`config.mk`:
```
export PLATFORM = sky130hd
export DESIGN_NAME = dm_spi_dac_responder_flat
export DESIGN_NICKNAME = d
export VERILOG_FILES = /design/src/rtl/dm_spi_dac_responder_if.sv /design/src/rtl/dm_spi_dac_responder.sv /design/src/flat_wrapper.sv
export SDC_FILE = /design/constraint.sdc
export NUM_CORES = 1
export LEC_CHECK = 0
export BUFFER_PORTS_ARGS = -buffer_cell sky130_fd_sc_hd__buf_2
export CELL_PAD_IN_SITES_DETAIL_PLACEMENT = 0
export CELL_PAD_IN_SITES_GLOBAL_PLACEMENT = 1
export CORE_MARGIN = 2
export CORE_UTILIZATION = 30
export CTS_BUF_LIST = sky130_fd_sc_hd__clkbuf_4
export CTS_CLUSTER_SIZE = 30
export DETAILED_ROUTE_END_ITERATION = 8
export HOLD_SLACK_MARGIN = 0.03
export PLACE_DENSITY_LB_ADDON = 0.1
export SYNTH_ARGS = -nofsm -noshare
export SYNTH_HDL_FRONTEND = slang
export SYNTH_SLANG_ARGS = --single-unit
```
`constraint.sdc`:
```
create_clock -name clk -period 10.3 [get_ports clk]
set_clock_uncertainty 0.05 [all_clocks]
set_input_delay 1.545 -clock clk [delete_from_list [all_inputs] [get_ports clk]]
set_output_delay 1.545 -clock clk [all_outputs]
set_load 0.01 [all_outputs]
```
`src/rtl/dm_spi_dac_responder_if.sv`:
```
// Link between the DM per-port SPI master and the DAC responder: SPI lines plus
// the responder's receive report.
interface dm_spi_dac_responder_if #(
    parameter int WORD_BITS = 24
);
    logic                 Sck;
    logic                 Mosi;
    logic [3:0]           nCs;
    logic                 Miso;
    logic [WORD_BITS-1:0] RxData;
    logic [1:0]           RxChannel;
    logic                 RxValid;
    logic                 FrameErr;
    logic [15:0]          FrameCount;

    modport master (
        output Sck, Mosi, nCs,
        input  Miso, RxData, RxChannel, RxValid, FrameErr, FrameCount
    );

    modport slave (
        input  Sck, Mosi, nCs,
        output Miso, RxData, RxChannel, RxValid, FrameErr, FrameCount
    );
endinterface

```
`src/rtl/dm_spi_dac_responder.sv`:
```
// Oversampled mode-0 SPI responder emulating four DAC chip selects; each channel
// echoes its previously accepted word on Miso so DM SPI engines can be loop-tested.
module dm_spi_dac_responder #(
    parameter int WORD_BITS = 24,
    parameter int NUM_CS    = 4
) (
    input  logic                  clk,
    input  logic                  rst,
    dm_spi_dac_responder_if.slave spi
);
    localparam int               CNT_W    = $clog2(WORD_BITS + 2);
    localparam logic [CNT_W-1:0] CNT_FULL = CNT_W'(WORD_BITS);
    localparam logic [CNT_W-1:0] CNT_MAX  = CNT_W'(WORD_BITS + 1);

    typedef enum logic [1:0] {
        IDLE   = 2'd0,
        ACTIVE = 2'd1,
        FINISH = 2'd2
    } stateE;

    stateE stateR, stateNextS;

    logic                 sckMetaR, sckSyncR, sckPrevR;
    logic                 mosiMetaR, mosiSyncR;
    logic [3:0]           nCsMetaR, nCsSyncR;
    logic                 armedR;
    logic [1:0]           chR;
    logic                 errR;
    logic [CNT_W-1:0]     cntR;
    logic [WORD_BITS-1:0] rxShiftR;
    logic [WORD_BITS-1:0] txShiftR;
    logic [WORD_BITS-1:0] readbackR [NUM_CS];
    logic                 misoR;
    logic [WORD_BITS-1:0] rxDataR;
    logic [1:0]           rxChannelR;
    logic                 rxValidR;
    logic                 frameErrR;
    logic [15:0]          frameCountR;

    logic       sckRiseS, sckFallS, nCsAllHighS;
    logic [1:0] lowIdxS;
    logic       oneLowS;
    logic [3:0] selPatS;
    logic       startS, startErrS, shiftInS, shiftOutS, csBadS, acceptS, rejectS;

    // Two-stage synchronizers; sync regs reset non-idle so a held-low nCs is not mistaken for a fresh frame
    always_ff @(posedge clk or posedge rst) begin
        if (rst) begin
            sckMetaR  <= 1'b0;
            sckSyncR  <= 1'b0;
            sckPrevR  <= 1'b0;
            mosiMetaR <= 1'b0;
            mosiSyncR <= 1'b0;
            nCsMetaR  <= 4'h0;
            nCsSyncR  <= 4'h0;
        end else begin
            sckMetaR  <= spi.Sck;
            sckSyncR  <= sckMetaR;
            sckPrevR  <= sckSyncR;
            mosiMetaR <= spi.Mosi;
            mosiSyncR <= mosiMetaR;
            nCsMetaR  <= spi.nCs;
            nCsSyncR  <= nCsMetaR;
        end
    end

    assign sckRiseS    = sckSyncR & ~sckPrevR;
    assign sckFallS    = ~sckSyncR & sckPrevR;
    assign nCsAllHighS = (nCsSyncR == 4'hF);
    assign selPatS     = ~(4'b0001 << chR);

    // Decode which single chip select is low
    always_comb begin
        lowIdxS = 2'd0;
        oneLowS = 1'b0;
        case (nCsSyncR)
            4'b1110: begin lowIdxS = 2'd0; oneLowS = 1'b1; end
            4'b1101: begin lowIdxS = 2'd1; oneLowS = 1'b1; end
            4'b1011: begin lowIdxS = 2'd2; oneLowS = 1'b1; end
            4'b0111: begin lowIdxS = 2'd3; oneLowS = 1'b1; end
            default: begin lowIdxS = 2'd0; oneLowS = 1'b0; end
        endcase
    end

    // Frame state register
    always_ff @(posedge clk or posedge rst) begin
        if (rst) begin
            stateR <= IDLE;
        end else begin
            stateR <= stateNextS;
        end
    end

    // Next state and per-cycle datapath strobes; leaving ACTIVE takes priority over a coincident Sck edge
    always_comb begin
        stateNextS = stateR;
        startS     = 1'b0;
        startErrS  = 1'b0;
        shiftInS   = 1'b0;
        shiftOutS  = 1'b0;
        csBadS     = 1'b0;
        acceptS    = 1'b0;
        rejectS    = 1'b0;
        case (stateR)
            IDLE: begin
                if (armedR && !nCsAllHighS) begin
                    stateNextS = ACTIVE;
                    startS     = oneLowS;
                    startErrS  = ~oneLowS;
                end else begin
                    stateNextS = IDLE;
                end
            end
            ACTIVE: begin
                if (nCsAllHighS) begin
                    stateNextS = FINISH;
                end else begin
                    stateNextS = ACTIVE;
                    shiftInS   = sckRiseS;
                    shiftOutS  = sckFallS;
                    csBadS     = (nCsSyncR != selPatS);
                end
            end
            FINISH: begin
                stateNextS = IDLE;
                acceptS    = ~errR && (cntR == CNT_FULL);
                rejectS    = ~acceptS;
            end
            default: begin
                stateNextS = IDLE;
            end
        endcase
    end

    // Capture/echo shifters, per-channel readback and the registered receive report
    always_ff @(posedge clk or posedge rst) begin
        if (rst) begin
            armedR      <= 1'b0;
            chR         <= 2'd0;
            errR        <= 1'b0;
            cntR        <= '0;
            rxShiftR    <= '0;
            txShiftR    <= '0;
            misoR       <= 1'b0;
            rxDataR     <= '0;
            rxChannelR  <= 2'd0;
            rxValidR    <= 1'b0;
            frameErrR   <= 1'b0;
            frameCountR <= 16'd0;
            for (int i = 0; i < NUM_CS; i++) begin
                readbackR[i] <= '0;
            end
        end else begin
            rxValidR  <= acceptS;
            frameErrR <= rejectS;
            misoR     <= (stateR == ACTIVE) ? txShiftR[WORD_BITS-1] : 1'b0;
            if (stateR == IDLE && nCsAllHighS) begin
                armedR <= 1'b1;
            end
            if (startS) begin
                chR      <= lowIdxS;
                cntR     <= '0;
                errR     <= 1'b0;
                rxShiftR <= '0;
                txShiftR <= readbackR[lowIdxS];
            end
            if (startErrS) begin
                cntR     <= '0;
                errR     <= 1'b1;
                rxShiftR <= '0;
                txShiftR <= '0;
            end
            if (shiftInS) begin
                rxShiftR <= {rxShiftR[WORD_BITS-2:0], mosiSyncR};
                if (cntR != CNT_MAX) begin
                    cntR <= cntR + CNT_W'(1);
                end
            end
            if (shiftOutS) begin
                txShiftR <= {txShiftR[WORD_BITS-2:0], 1'b0};
            end
            if (csBadS) begin
                errR <= 1'b1;
            end
            if (acceptS) begin
                rxDataR        <= rxShiftR;
                rxChannelR     <= chR;
                readbackR[chR] <= rxShiftR;
                frameCountR    <= frameCountR + 16'd1;
            end
        end
    end

    assign spi.Miso       = misoR;
    assign spi.RxData     = rxDataR;
    assign spi.RxChannel  = rxChannelR;
    assign spi.RxValid    = rxValidR;
    assign spi.FrameErr   = frameErrR;
    assign spi.FrameCount = frameCountR;
endmodule

```
`src/flat_wrapper.sv`:
```
// flat-port wrapper written by rule: the top's interface ports become plain ports
module dm_spi_dac_responder_flat 
#(
    parameter int WORD_BITS = 24,
    parameter int NUM_CS    = 4
)
  (clk, rst, spi_Sck, spi_Mosi, spi_nCs, spi_Miso, spi_RxData, spi_RxChannel, spi_RxValid, spi_FrameErr, spi_FrameCount);
  dm_spi_dac_responder_if #(.WORD_BITS(WORD_BITS)) spi_i ();
  input  logic clk;
  input  logic rst;
  input wire logic [$bits(spi_i.Sck)-1:0] spi_Sck;
  input wire logic [$bits(spi_i.Mosi)-1:0] spi_Mosi;
  input wire logic [$bits(spi_i.nCs)-1:0] spi_nCs;
  output wire logic [$bits(spi_i.Miso)-1:0] spi_Miso;
  output wire logic [$bits(spi_i.RxData)-1:0] spi_RxData;
  output wire logic [$bits(spi_i.RxChannel)-1:0] spi_RxChannel;
  output wire logic [$bits(spi_i.RxValid)-1:0] spi_RxValid;
  output wire logic [$bits(spi_i.FrameErr)-1:0] spi_FrameErr;
  output wire logic [$bits(spi_i.FrameCount)-1:0] spi_FrameCount;
  assign spi_i.Sck = spi_Sck;
  assign spi_i.Mosi = spi_Mosi;
  assign spi_i.nCs = spi_nCs;
  assign spi_Miso = spi_i.Miso;
  assign spi_RxData = spi_i.RxData;
  assign spi_RxChannel = spi_i.RxChannel;
  assign spi_RxValid = spi_i.RxValid;
  assign spi_FrameErr = spi_i.FrameErr;
  assign spi_FrameCount = spi_i.FrameCount;
  dm_spi_dac_responder #(.WORD_BITS(WORD_BITS), .NUM_CS(NUM_CS)) u_core (.clk(clk), .rst(rst), .spi(spi_i));
endmodule
```
* Yosys cells after proc, flatten, opt, wreduce, memory -nomap -nowiden
Index checks and enable logic that the tools add are counted.
Cells by class: add/subtract/negate cells 2, magnitude comparators 3, eq/ne operators 10, shift operators 1, muxes and demuxes 37, bitwise operators 10, reductions and logical operators 10
Operators with widths (count):
- 24-bit 2-to-1 mux | 9
- 96-bit bitwise mux | 1
- 24-bit binary-select mux with 2-bit select | 1
- 24-bit demux with 2-bit select | 1
- 5-bit 2-to-1 mux | 4
- 1-bit 2-to-1 mux | 18
- 16-bit by 1-bit adder with 16-bit output (second input constant) | 1
- 4-bit equality test (second input constant) | 4
- 3-bit nonzero test | 3
- 3-bit greater-or-equal comparator (second input constant) | 2
- 2-bit inverter with 3-bit output | 2
- 2-bit one-hot mux with 3 select lines | 1
- 5-bit by 1-bit adder with 5-bit output (second input constant) | 1
- 5-bit equality test (second input constant) | 1
- 5-bit inequality test (second input constant) | 1
- 1-bit inverter | 5
- 4-bit by 3-bit equality test with 1-bit output (second input constant) | 1
- 1-bit logical AND | 4
- 4-bit inequality test | 1
- 4-bit inverter | 1
- 2-bit one-hot mux with 2 select lines | 1
- 4-bit OR reduction | 1
- 1-bit by 2-bit left shift with 4-bit output (first input constant) | 1
- 3-bit by 1-bit < comparator with 1-bit output (second input constant) | 1
- 6 further kinds | 7
Word-level totals: register bits 213, input bits 8, output and inout bits 45, word-level logic and storage cells 97

* Longest topological paths before layout
word-level depth 9, mapped depth 8, gate-level depth less buffers 6

* Least setup slack after synthesis
No wires, ideal clock.
kind reg-to-output, start point register u_core.frameCountR[5] (netlist: u_core.spi.FrameCount[5]), end point output spi_FrameCount[5], arrival time 429 ps, required time 8705 ps, setup slack 8276 ps, cell stages (with the launch flop) 1, path buffers 0, cells stage by stage dfrtp_1
RTL lines:
- start: declaration | RTL line dm_spi_dac_responder.sv:38 | logic [15:0] frameCountR;
- start signal: assignment | RTL line dm_spi_dac_responder.sv:189 | frameCountR <= frameCountR + 16'd1;
- end: declaration | RTL line flat_wrapper.sv:19 | output wire logic [$bits(spi_i.FrameCount)-1:0] spi_FrameCount;
No word-level cell between the ends.

* Worst setup path after layout
start point register u_core.cntR[0], end point register u_core.readbackR[22] in the netlist's numbering
On the way: word-level cells in the longest chain between the ends 3
RTL lines:
- start: declaration | RTL line dm_spi_dac_responder.sv:29 | logic [CNT_W-1:0] cntR;
- start signal: assignment | RTL line dm_spi_dac_responder.sv:176 | cntR <= cntR + CNT_W'(1);
- 5-bit equality test | RTL line dm_spi_dac_responder.sv:126 | acceptS = ~errR && (cntR == CNT_FULL);
- 1-bit logical AND | RTL line dm_spi_dac_responder.sv:126
- 1-bit 2-to-1 mux | RTL line dm_spi_dac_responder.sv:104 | case (stateR)
- end signal: indexed assignment | RTL line dm_spi_dac_responder.sv:188 | readbackR[chR] <= rxShiftR;
- end: declaration | RTL line dm_spi_dac_responder.sv:32 | logic [WORD_BITS-1:0] readbackR [NUM_CS];
No other way between the ends. A chain may end at the register's enable or synchronous reset.

==> impl_results.md <==
* Pwr Density at around 180 nW/µm²
* Die area at roughly 31,000 µm²
* Post-CTS Resized at 0
* Most common flop cell mapped by yosys: dfrtp_1
* # DRC at 0
* DP HPWL at around 12,000 µm
* Chip height at around 180 µm
* Hold WC Path Type: register to register
* Worst skew pair latency at between 600 and 700 ps
* CTS tree: done
* Setup_tns at 0 ps
* Setup Slack @ Placement at approximately 6700 ps
* CTS sink cnt at approximately 210
* Cell variety after synth at 45
* Synth-to-Final Area Change at 15.94%
* First DRT Iteration DRCs at around 250
* Final #Nets at 727
* CP Max Fanout at 24
* CP max-delay cell: nand3_2
* EDFF count, synth at 0
* Initial DRT Pass Iterations at 4
* Synth Net Count at about 650
* Count of final setup violators at 0
* Most frequent cells after synthesis: 213 x dfrtp_1, 112 x mux2_2, 24 x a22o_1, 24 x a22oi_1, 24 x o211ai_1
* Cell taking the most area after synthesis: dfrtp_1
* Max-Cap Viols at 0
* Register clock-pin slew on the reported worst setup and hold paths at 70 ps
* Status: completed
* Syn. warnings at 0
* Global Route Usage Sum at 14.51%
* H-tree Lvls at 2
* Vias in the first global route at 6,302
* Setup Buffers After CTS at 0
* Floorplan row count at 62
* Sequential area share after synthesis at approximately three fifths
* CP Capture Type: register
* CTS Buffer Depth at 3
* CTS buffer count at between 50 and 60
* Yosys top cell area share at 60.32%
* Avg WL per Cell at between 15 and 20 µm
* Final period util at approximately a third
* Arr. time, crit path at between 3000 and 4000 ps
* Routed wire length at 21,330 µm
* Count leader, synth: dfrtp_1
* Final Hold Vio Count at 0
* Post-Syn Instances at roughly 640
* Io pins at 53
* Family with the most delay on the worst path: simple AND/OR/NAND/NOR gates
* Minimum clock period at between 3000 and 4000 ps
* Unrepaired setup endpoints after global routing: no
* Worst path max stage delay at approximately 860 ps
* Largest net degree at the start of global routing at around 140
* CP Data Required Time at between 10,000 and 15,000 ps
* Syn Std Cell Area at just under 9000 µm²
* Crit-path cells: inv_1, ha_1, nand2b_1, nor3_4, nand3_2, mux2_2
* Die W at around 180 µm
* Synth area leaders: dfrtp_1 60%, mux2_2 14%, mux2i_1 2.6%
* Core area at around 29,000 µm²
* Initial Util at between 30% and 40%
* GR Overflow Total at 0
* Initial antenna violation count at 1
* Maximum vdd drop at 0.00006460 V
* Crit start category: register
* Fin. max-slew vios at 0
* Via Count at between 5k and 6k
* PortBufs at 52
* Leakage at ~5.1 nW
* Hold buffer count at CTS at 0
* First-pass GRT wire length at ~35,000 µm
* Avg Inst Size Synth at about 14 µm²
* Clock root buffer master: clkbuf_4
* Slew margin rel. at 23.26%
* Post-route ant nets at 0
* Fmax at approximately 0.31 GHz
* Ys async rst share at 100.0%
* Synthesized flop and latch total at around 210
* Routability Congestion at a little under 0.7
* Vias/cell at around 5.0
* Critical path buffers and inverters at 1
* CP Class: register to register
* Fraction of layout cells with a size suffix above 1 at 36.89%
* Worst-margin pin slew at about 1200 ps
* Post-route setup slack at roughly 7100 ps
* Pwr Total at between 1.5 and 2 mW
## final timing paths
path / cells after the start / endpoint / slack, ps / from
min: 0 / u_core.nCsSyncR[0] / 290 / u_core.nCsMetaR[0]
max: 6 / u_core.readbackR[22] / 7070 / u_core.cntR[0]
max reg2reg: 6 / u_core.readbackR[22] / 7070 / u_core.cntR[0]
min in group asynchronous: 2 / u_core.readbackR[35] / 1050 / rst
min reg2reg: 0 / u_core.nCsSyncR[0] / 290 / u_core.nCsMetaR[0]
max in group asynchronous: 3 / u_core.spi.RxData[8] / 7540 / rst
## cell usage in the layout (no fill, tap or decap), types with 5 or more instances in the layout
cell type  count
mux2i_1       23
nand3_1       10
mux2_1        12
inv_1          5
a21oi_1        8
buf_4          8
clkbuf_4      91
xor2_1         5
buf_2         52
nand4_1       12
a22o_1        24
mux2_2       112
nor2_1        12
xnor2_1       15
o21ai_0        5
clkinv_1      12
dfrtp_1      213
a22oi_1       24
o211ai_1      24
nand2_1       13
o221ai_1      23
## kinds of logic (layout without fill, tap and decap cells)
group | after synthesis | in the layout | synth area share (%)
simple gates | 85 | 85 | 5.862
mux | 147 | 147 | 18.41
xor+xnor | 20 | 20 | 1.982
compound gates | 119 | 119 | 10.42
buf+inv | 47 | 171 | 2.435
fa+ha+maj | 4 | 4 | 0.5664
other cells | 0 | 1 | 0
flops | 213 | 213 | 60.32
## sequential cells by signal, summed over array words and instances (netlist names), 2 cells and up
| name | cells |
|---|---|
| u_core.readbackR | 96 |
| u_core.rxShiftR | 24 |
| u_core.spi.RxData | 24 |
| u_core.txShiftR | 24 |
| u_core.spi.FrameCount | 16 |
| u_core.cntR | 5 |
| u_core.nCsMetaR | 4 |
| u_core.nCsSyncR | 4 |
| u_core.chR | 2 |
| u_core.spi.RxChannel | 2 |
| u_core.stateR | 2 |
## layer usage
metal	share of wire, %	GRT usage (%)
met1	45	18.36
met2	49	24.23
met3	4.0	3.571
met4	2.1	5.062
met5	0	0
## worst register-to-register path: stages (launching register included)
cell and delay, ps:
dfrtp_1 440, inv_1 80, ha_1 140, nand2b_1 130, nor3_4 780, nand3_2 870, mux2_2 580
## power breakdown
| group | switching, mW | internal [mW] | total, mW |
|---|---|---|---|
| sequential | 0.0328 | 0.860 | 0.892 |
| combinational | 0.127 | 0.0455 | 0.173 |
| clock | 0.346 | 0.398 | 0.743 |
| total | 0.506 | 1.30 | 1.81 |
## through the flow
stage / utilization (%) / hold slack [ps] / cells / area, µm²
after floorplan: - / 281.2 / 635 / 8836
after global placement: 32.93 / 284.2 / 1038 / 9502
after detailed placement: 32.93 / 286.2 / 1038 / 9502
after CTS: 35.49 / 301.7 / 1143 / 10240
after global routing: 35.50 / 306.5 / 1144 / 10240
final: 35.50 / 292.9 / 1144 / 10240
## area by class of cell
cell class,count,area [µm²]
Antenna cell,1,2.502
Clock buffer,91,683.2
Clock inverter,14,57.56
Fill cell,2879,18610
Inverter,6,30.03
Multi-Input combinational cell,375,3341
Sequential cell,213,5330
Tap cell,384,480.5
Timing Repair Buffer,60,320.3
Power figures use the tool's default switching activity.
